`src/rtl/flash_boot_loader_pkg.sv`:
```
// Shared types and constants for the flash-to-SRAM boot copier.
// Latency: none (declarations only).
// Backpressure: none (declarations only).
package flash_boot_loader_pkg;

    typedef logic [31:0] Word_t;
    typedef logic [15:0] Halfword_t;

    typedef enum logic [2:0] {
        IDLE,
        ISSUE,
        WAIT,
        WRITE,
        DONE
    } state_t;

    // Default flash source (halfword address) and SRAM destination (byte address).
    localparam Word_t DEF_SRC_BASE = 32'h0000_0000;
    localparam Word_t DEF_DST_BASE = 32'h8000_0000;

endpackage

```
`src/rtl/flash_boot_loader.sv`:
```
// Copies COPY_WORDS 32-bit words from flash (two halfword reads each) into SRAM, then raises boot_done.
// Latency: 2*(1+FLASH_LAT)+1 cycles per word when mem_ack is already high; all outputs registered.
// Backpressure: the SRAM write is held (mem_we, mem_addr, mem_wdata stable) until mem_ack.
module flash_boot_loader
    import flash_boot_loader_pkg::*;
#(
    parameter Word_t SRC_BASE   = DEF_SRC_BASE,
    parameter Word_t DST_BASE   = DEF_DST_BASE,
    parameter Word_t COPY_WORDS = 32'd1024,
    parameter int    FLASH_LAT  = 3
) (
    input  logic        clk,
    input  logic        rst,
    output logic [31:0] fc_addr,
    output logic        fc_read_op,
    input  logic [31:0] fc_data_read,
    output logic [31:0] mem_addr,
    output logic [31:0] mem_wdata,
    output logic        mem_we,
    input  logic        mem_ack,
    output logic        busy,
    output logic        boot_done
);

    // Wait counter value on the cycle the flash data is valid.
    localparam logic [3:0] LAST_CNT = 4'(FLASH_LAT - 1);

    state_t    state_q, state_d;
    Word_t     idx_q, idx_d;
    logic      half_q, half_d;
    logic [3:0] cnt_q, cnt_d;
    Halfword_t lo_q, lo_d;
    Halfword_t hi_q, hi_d;

    Word_t     fc_addr_q, fc_addr_d;
    logic      fc_read_op_q, fc_read_op_d;
    Word_t     mem_addr_q, mem_addr_d;
    Word_t     mem_wdata_q, mem_wdata_d;
    logic      mem_we_q, mem_we_d;
    logic      busy_q, busy_d;
    logic      boot_done_q, boot_done_d;

    // Only the low halfword of the flash bus carries data.
    logic unused_fc_hi;
    assign unused_fc_hi = ^fc_data_read[31:16];

    // Next-state logic; outputs are derived from the next state so they register with it.
    always_comb begin
        state_d     = state_q;
        idx_d       = idx_q;
        half_d      = half_q;
        cnt_d       = cnt_q;
        lo_d        = lo_q;
        hi_d        = hi_q;
        fc_addr_d   = fc_addr_q;
        mem_addr_d  = mem_addr_q;
        mem_wdata_d = mem_wdata_q;

        case (state_q)
            IDLE: begin
                state_d = (COPY_WORDS == '0) ? DONE : ISSUE;
            end
            ISSUE: begin
                cnt_d   = 4'd0;
                state_d = WAIT;
            end
            WAIT: begin
                if (cnt_q == LAST_CNT) begin
                    if (half_q) begin
                        hi_d    = fc_data_read[15:0];
                        half_d  = 1'b0;
                        state_d = WRITE;
                    end else begin
                        lo_d    = fc_data_read[15:0];
                        half_d  = 1'b1;
                        state_d = ISSUE;
                    end
                end else begin
                    cnt_d = cnt_q + 4'd1;
                end
            end
            WRITE: begin
                if (mem_ack) begin
                    idx_d   = idx_q + 32'd1;
                    state_d = (idx_q + 32'd1 == COPY_WORDS) ? DONE : ISSUE;
                end
            end
            DONE: begin
                state_d = DONE;
            end
            default: begin
                state_d = IDLE;
            end
        endcase

        fc_read_op_d = (state_d == ISSUE);
        mem_we_d     = (state_d == WRITE);
        busy_d       = (state_d == ISSUE) || (state_d == WAIT) || (state_d == WRITE);
        boot_done_d  = (state_d == DONE);

        // Address is loaded on entry to ISSUE and then held through WAIT.
        if (state_d == ISSUE) begin
            fc_addr_d = SRC_BASE + {idx_d[30:0], 1'b0} + {31'b0, half_d};
        end
        // idx, hi and lo are frozen in WRITE, so the write stays stable until acked.
        if (state_d == WRITE) begin
            mem_addr_d  = DST_BASE + {idx_d[29:0], 2'b00};
            mem_wdata_d = {hi_d, lo_d};
        end
    end

    // State and output registers with synchronous reset.
    always_ff @(posedge clk) begin
        if (rst) begin
            state_q      <= IDLE;
            idx_q        <= '0;
            half_q       <= 1'b0;
            cnt_q        <= '0;
            lo_q         <= '0;
            hi_q         <= '0;
            fc_addr_q    <= '0;
            fc_read_op_q <= 1'b0;
            mem_addr_q   <= '0;
            mem_wdata_q  <= '0;
            mem_we_q     <= 1'b0;
            busy_q       <= 1'b0;
            boot_done_q  <= 1'b0;
        end else begin
            state_q      <= state_d;
            idx_q        <= idx_d;
            half_q       <= half_d;
            cnt_q        <= cnt_d;
            lo_q         <= lo_d;
            hi_q         <= hi_d;
            fc_addr_q    <= fc_addr_d;
            fc_read_op_q <= fc_read_op_d;
            mem_addr_q   <= mem_addr_d;
            mem_wdata_q  <= mem_wdata_d;
            mem_we_q     <= mem_we_d;
            busy_q       <= busy_d;
            boot_done_q  <= boot_done_d;
        end
    end

    assign fc_addr    = fc_addr_q;
    assign fc_read_op = fc_read_op_q;
    assign mem_addr   = mem_addr_q;
    assign mem_wdata  = mem_wdata_q;
    assign mem_we     = mem_we_q;
    assign busy       = busy_q;
    assign boot_done  = boot_done_q;

endmodule

```
`config.mk`:
```
export PLATFORM = sky130hd
export DESIGN_NAME = flash_boot_loader
export DESIGN_NICKNAME = d
export VERILOG_FILES = /design/src/rtl/flash_boot_loader_pkg.sv /design/src/rtl/flash_boot_loader.sv
export SDC_FILE = /design/constraint.sdc
export NUM_CORES = 1
export LEC_CHECK = 0
export ABC_AREA = 0
export CORE_ASPECT_RATIO = 0.7
export CORE_MARGIN = 5
export CORE_UTILIZATION = 45
export DETAILED_ROUTE_END_ITERATION = 10
export HOLD_SLACK_MARGIN = 0.03
export PLACE_DENSITY_LB_ADDON = 0.3
export SYNTH_ARGS = -nofsm -noshare
export SYNTH_HDL_FRONTEND = slang
export SYNTH_SLANG_ARGS = --single-unit
```
`constraint.sdc`:
```
create_clock -name clk -period 6.8 [get_ports clk]
set_input_delay 2.04 -clock clk [delete_from_list [all_inputs] [get_ports clk]]
set_output_delay 2.04 -clock clk [all_outputs]
set_load 0.01 [all_outputs]
```
==> out/qor.txt, run 1 <==
Outcome = finished clean
Setup Fix Bufs, Post-CTS = 0
Final non-filler cell total = 1042
Net count reported at finish = 867
Die height = 116.0 um
Final Hold Fails = 0
Synth area leaders = dfxtp_1 47%, nor2_1 8.0%, a211oi_1 6.5%
Largest net degree at the start of global routing = 88
First-pass GRT wire length = 28.37 mm
Initial antenna violation count = 0
Worst R2R Setup Slack = 3.30 ns
Met3 WL post-DR = 962 um
Overall routing resource usage = 18.74%
CTS Hold Buffers Added = 0
Skew-Pair Late Insertion Delay = 0.42 ns
DP Wirelength = 12.31 mm
Max FO, Critical Path = 8
CTS tree = yes
WHS Path Cells = 2
Yosys warning total = 0
Final ANT Viol Nets = 0
Total gr overflow = 0
WL per Instance = 16.57 um
Worst-Margin Slew = 1.209 ns
Total number of vias = 5657
Relative slew slack = 19.35%
CP arrival = 4.90 ns
Number of synthesized flops with an enable pin = 0
Commonest cells post-synth = 170 x dfxtp_1, 155 x nor2_1, 63 x a211oi_1
Die width = 161.5 um
Drt total wl = 17.26 mm
Peak supply drop = 139.1 uV
H-tree depth = 4
Crit share post-route = 67.62%
Class of the worst hold path = reg -> reg
Mean area per synthesized cell = 9.702 um^2
Met2 Wirelength = 7.631 mm
PwrDens = 245.9 nW/um^2
Vias in the first global route = 5616
Clock sinks = 170
RSZ-0062 raised after global routing = no
1st-pass router iterations = 5
CTS resizes = 0
Top Ports = 135
Root Driver = clkbuf_16
Total CTS buffers = 17
Cell Rows = 38
Yosys reg bits = 170
Largest area contributor in the netlist = dfxtp_1
Met1 WL = 8.532 mm
Core Region = 15640 um^2
Count leader, synth = dfxtp_1
Worst R2R Path Depth = 9
Worst r2r src = idx_q[0]$_SDFF_PP0_
Initial Util = 46.21%
DRC violations left = 0
Async SR Flop Fraction = 0%
Min-delay src = lo_q[13]$_SDFF_PP0_
Setup TNS = 0 ns
Post-synth top flop = dfxtp_1
Placed insts = 1010
Global placement routability congestion = 0.8480
Critical Path Source Type = primary input
Post-Syn Instances = 745
Critical path class = in -> reg
Leakage Power = 3.210 nW
Share of cells above drive strength 1 = 10.10%
DR vias/cell = 5.429
Fmax = 217.5 MHz
Synthesis-to-layout area growth = 23.92%
Reg clk slew, reported paths = 0.06 ns
WHS Endpoint = lo_q[13]$_SDFF_PP0_
Max-slew violation count = 0
Synth unique cells = 65
Sequential fraction of the synthesis area = 47.08%
Buffers on Ports = 116
Final setup fails = 0
Post-layout minimum cycle time = 4.598 ns
Die ar. = 18740 um^2
Data required, critical path = 7.11 ns
Clock buffer depth = 2
Ant diodes = 0
Clk_skew = 0.008170 ns
Max-cap violations = 0
1st-iter DRT viols = 435
Synth top area share = 47.08%
Synth Cell Area = 7228 um^2
Uppermost routed layer = met4
Worst Setup End Kind = flop
Capturing point of the worst reg2reg path = fc_addr[4]$_SDFFE_PP0P_
==> layout by cell type, fill, tap and decap left out, drive strengths merged, types with 2 or more instances in the layout <==
master	instances
mux2i	37
nand2	23
o21ai	5
a311oi	7
nor3	10
nor4	5
xnor2	15
ha	3
nand3	21
a21oi	10
a31oi	3
or3	6
a21o	2
nor2	155
xor2	22
bufinv	2
mux2	27
inv	6
o21a	2
nor2b	29
o2111ai	2
clkinvlp	4
and3	14
a211oi	64
dfxtp	170
clkinv	3
nand4	19
clkbuf	22
a2111oi	4
o31ai	3
conb	2
nor3b	4
and4	5
buf	7
or4	2
clkdlybuf4s50	115
==> how the worst max path moves through the flow <==
stage                     slack (ns)  startpoint                        to
after floorplan                 3.03     mem_ack  fc_addr[27]$_SDFFE_PP0P_
after global placement          1.85     mem_ack  fc_addr[23]$_SDFFE_PP0P_
after detailed placement        1.82     mem_ack  fc_addr[23]$_SDFFE_PP0P_
after CTS                       2.25     mem_ack  fc_addr[23]$_SDFFE_PP0P_
after global routing            2.09     mem_ack  fc_addr[23]$_SDFFE_PP0P_
final                           2.20     mem_ack  fc_addr[23]$_SDFFE_PP0P_
==> state kept, by name, summed over array words and instances, names as in the netlist <==
register	count
mem_we	1
state_q	3
mem_addr	30
fc_read_op	1
lo_q	16
busy	1
boot_done	1
cnt_q	4
mem_wdata	32
idx_q	32
half_q	1
fc_addr	32
hi_q	16
==> layer usage <==
metal	vias to the layer above	GRT usage [%]
li1	2806	-
met1	2695	26.05
met2	143	28.87
met3	13	5.048
met4	0	5.455
met5	-	0
==> report_power, final <==
group	switching, mW	internal [mW]	total [mW]
sequential	0.0182	1.02	1.04
clock	0.388	0.561	0.949
combinational	0.114	0.0970	0.211
total	0.521	1.68	2.20
==> layout make-up <==
cell class / instances / area (um^2)
multi-input cells: 513 / 3500
repair buffers: 122 / 1204
well taps: 200 / 250.2
flip-flops and latches: 170 / 3403
fillers: 1372 / 6685
inverters: 5 / 18.77
clock buffers: 22 / 464.2
clock inverters: 10 / 117.6
==> through the flow <==
stage | area [um^2] | setup slack, ns | total power, mW | utilization, % | hold WS [ns]
2_1_floorplan | 7232 | 3.033 | 1.199 | - | 0.4564
3_3_place_gp | 8376 | 1.848 | 1.272 | 53.54 | 0.4691
3_5_place_dp | 8376 | 1.815 | 1.278 | 53.54 | 0.4785
4_1_cts | 8957 | 2.245 | 2.231 | 57.26 | 0.4944
5_1_grt | 8957 | 2.095 | 2.292 | 57.26 | 0.5239
6_report | 8957 | 2.202 | 2.203 | 57.26 | 0.4909
==> kinds of logic (layout without fill, tap and decap cells) <==
group	count (synthesis)	count (layout)	share of synthesized area [%]
fa+ha+maj	3	3	0.5194
mux	64	64	10.32
xor+xnor	37	37	4.483
simple gates	298	298	21.12
compound gates	109	109	11.68
flops	170	170	47.08
other cells	1	2	0.05188
buf+inv	63	159	4.743
==> worst max-delay path: stages <==
cell and delay [ns]:
clkdlybuf4s50_1 0.60, nand4b_2 0.35, nor3_1 0.48, nand3_1 0.33
nor2_1 0.42, nand2_1 0.12, xor2_1 0.19, nor2_1 0.08
mux2_4 0.29
Note: power is estimated with default switching activity, not from simulation.
==> run 2, diff against run 1 <==
==> constraint.sdc (replaced) <==
create_clock -name clk -period 4 [get_ports clk]
set_input_delay 1.2 -clock clk [delete_from_list [all_inputs] [get_ports clk]]
set_output_delay 1.2 -clock clk [all_outputs]
set_load 0.01 [all_outputs]
==> run 2 against run 1 <==
- clock power increased by 74%
- final area is 0.88% higher
- non-clock buffer count grew 5
- sequential share of layout area fell by 0.33 points
- sequential power is 70% higher
- core utilization increased by 0.50 points
- total power increased by 72%
==> out/qor.txt, run 2 (same netlist as run 1, synthesis figures left out) <==
1st-pass router iterations = 5 (unchanged)
Crit share post-route = 81.61%
H-tree depth = 4 (unchanged)
RSZ-0062 raised after global routing = no
Total gr overflow = 0 (unchanged)
Final hold slack = 0.4897 ns (-0.001202 ns)
WHS Endpoint = lo_q[15]$_SDFF_PP0_
Worst R2R Setup Slack = 0.74 ns (-2.56 ns)
Data required, critical path = 4.31 ns (-2.80 ns)
DRC violations left = 0 (unchanged)
Total number of vias = 5670 (+0.23%)
DR vias/cell = 5.415 (-0.25%)
Post-layout minimum cycle time = 3.264 ns
Critical path class = reg -> reg
Die height = 116.0 um (unchanged)
Cell Rows = 38 (unchanged)
Max-slew violation count = 0 (unchanged)
Fill cell count = 1348 (-1.7%)
WHS Path Cells = 2 (unchanged)
Worst Setup End Kind = flop
Worst R2R Path Depth = 9 (unchanged)
CTS resizes = 0 (unchanged)
Vias in the first global route = 5609 (-0.12%)
CTS Hold Buffers Added = 0 (unchanged)
CP arrival = 3.58 ns (-1.32 ns)
Setup Fix Bufs, Post-CTS = 0 (unchanged)
Top Ports = 135 (unchanged)
Class of the worst hold path = reg -> reg
Leakage Power = 3.263 nW (+1.6%)
Final Hold Fails = 0 (unchanged)
Net count reported at finish = 872 (+0.58%)
Ant diodes = 0 (unchanged)
Placed insts = 1015 (+0.50%)
Worst r2r src = idx_q[0]$_SDFF_PP0_
Skew-Pair Late Insertion Delay = 0.43 ns (about the same)
CTS tree = yes
Final setup fails = 0 (unchanged)
Max-cap violations = 0 (unchanged)
Capturing point of the worst reg2reg path = fc_addr[3]$_SDFFE_PP0P_
Clock sinks = 170 (unchanged)
1st-iter DRT viols = 385 (-11%)
Clock buffer depth = 2 (unchanged)
Root Driver = clkbuf_16
Share of cells above drive strength 1 = 10.86% (+0.77 points)
Die ar. = 18740 um^2 (unchanged)
Reg clk slew, reported paths = 0.07 ns (about the same)
Buffers on Ports = 116 (unchanged)
Die width = 161.5 um (unchanged)
WL per Instance = 16.97 um (+2.4%)
Relative slew slack = 55.84% (+36 points)
Final non-filler cell total = 1047 (+0.48%)
First-pass GRT wire length = 29.44 mm (+3.7%)
Initial antenna violation count = 0 (unchanged)
PwrDens = 419.1 nW/um^2 (+70%)
Final ANT Viol Nets = 0 (unchanged)
Commonest cells after routing, fill and taps aside = 170 x dfxtp_1, 154 x nor2_1, 115 x clkdlybuf4s50_1
Core Region = 15640 um^2 (unchanged)
Outcome = finished clean
Largest net degree at the start of global routing = 126 (+43%)
Worst-Margin Slew = 0.6573 ns (-0.5512 ns)
Power, Total = 3.787 mW (+72%)
Global placement routability congestion = 0.8346 (-1.6%)
Fmax = 306.3 MHz
Most common cell after layout, fill and taps aside = dfxtp_1
Setup TNS = 0 ns (unchanged)
Synthesis-to-layout area growth = 25.01%
Drt total wl = 17.77 mm (+2.9%)
DP Wirelength = 12.31 mm (about the same)
Peak supply drop = 272.4 uV (+96%)
Clk_skew = 0.01123 ns (+0.003063 ns)
Min-delay src = lo_q[15]$_SDFF_PP0_
Total CTS buffers = 17 (unchanged)
Overall routing resource usage = 19.40% (+0.65 points)
Critical Path Source Type = flop
Max FO, Critical Path = 28 (+20)
Initial Util = 46.21% (unchanged)
## run 2: changes by cell type in the layout (fill, tap and decap cells not counted), moves of 2 or more
cell,change
buf_12,+3
clkinvlp_4,-3
buf_4,+2
clkbuf_1,-2
clkinv_2,+2
inv_6,+2
## run 2: layout make-up
class | count | area, um^2 | area share [%]
sequential | 170 | 3403 | 37.66
multi-input combinational | 513 | 3500 | 38.73
tap | 200 | 250.2 | 2.769
inverter | 5 | 18.77 | 0.2077
clock buffer | 19 | 442.9 | 4.902
timing repair buffer | 127 | 1279 | 14.15
clock inverter | 13 | 142.6 | 1.579
## run 2: where the power goes
group / leakage [nW] / total, mW / switching, mW / internal (mW)
Sequential: 1.37 / 1.77 / 0.0307 / 1.74
Combinational: 1.60 / 0.366 / 0.197 / 0.169
Clock: 0.290 / 1.65 / 0.706 / 0.944
Total: 3.26 / 3.79 / 0.933 / 2.85
## run 2: worst max-delay path by stage
stage | end | from | slack [ns]
floorplan | fc_addr[27]$_SDFFE_PP0P_ | mem_ack | 1.07
global placement | fc_addr[23]$_SDFFE_PP0P_ | mem_ack | 0.42
detailed placement | fc_addr[18]$_SDFFE_PP0P_ | mem_ack | 0.35
CTS | fc_addr[3]$_SDFFE_PP0P_ | idx_q[0]$_SDFF_PP0_ | 0.73
global route | fc_addr[3]$_SDFFE_PP0P_ | idx_q[0]$_SDFF_PP0_ | 0.55
finish | fc_addr[3]$_SDFFE_PP0P_ | idx_q[0]$_SDFF_PP0_ | 0.74
## run 2: per-stage QoR
step | utilization [%] | cell area (um^2) | worst slack [ns]
3_5_place_dp | 54.02 | 8451 | 0.3534
3_3_place_gp | 54.02 | 8451 | 0.4225
6_report | 57.77 | 9036 | 0.7357
2_1_floorplan | - | 7232 | 1.073
5_1_grt | 57.77 | 9036 | 0.5488
4_1_cts | 57.77 | 9036 | 0.7294
## run 2: layer usage
layer	track usage, %	part of all wire (%)	vias to the layer above
li1	-	-	2794
met1	27.38	51	2729
met2	30.01	44	131
met3	4.479	4.6	16
met4	5.455	1.1	0
met5	0	0	-
## run 2: critical path, cell delays in order (launching register included)
cell and delay [ns]:
dfxtp_1 0.45, ha_1 0.27, nand2_1 0.20, nor4_1 0.55
xnor2_1 0.18, nand3_1 0.17, a2111oi_4 0.41, nand4_4 0.20
nand2_8 0.32, mux2_2 0.38
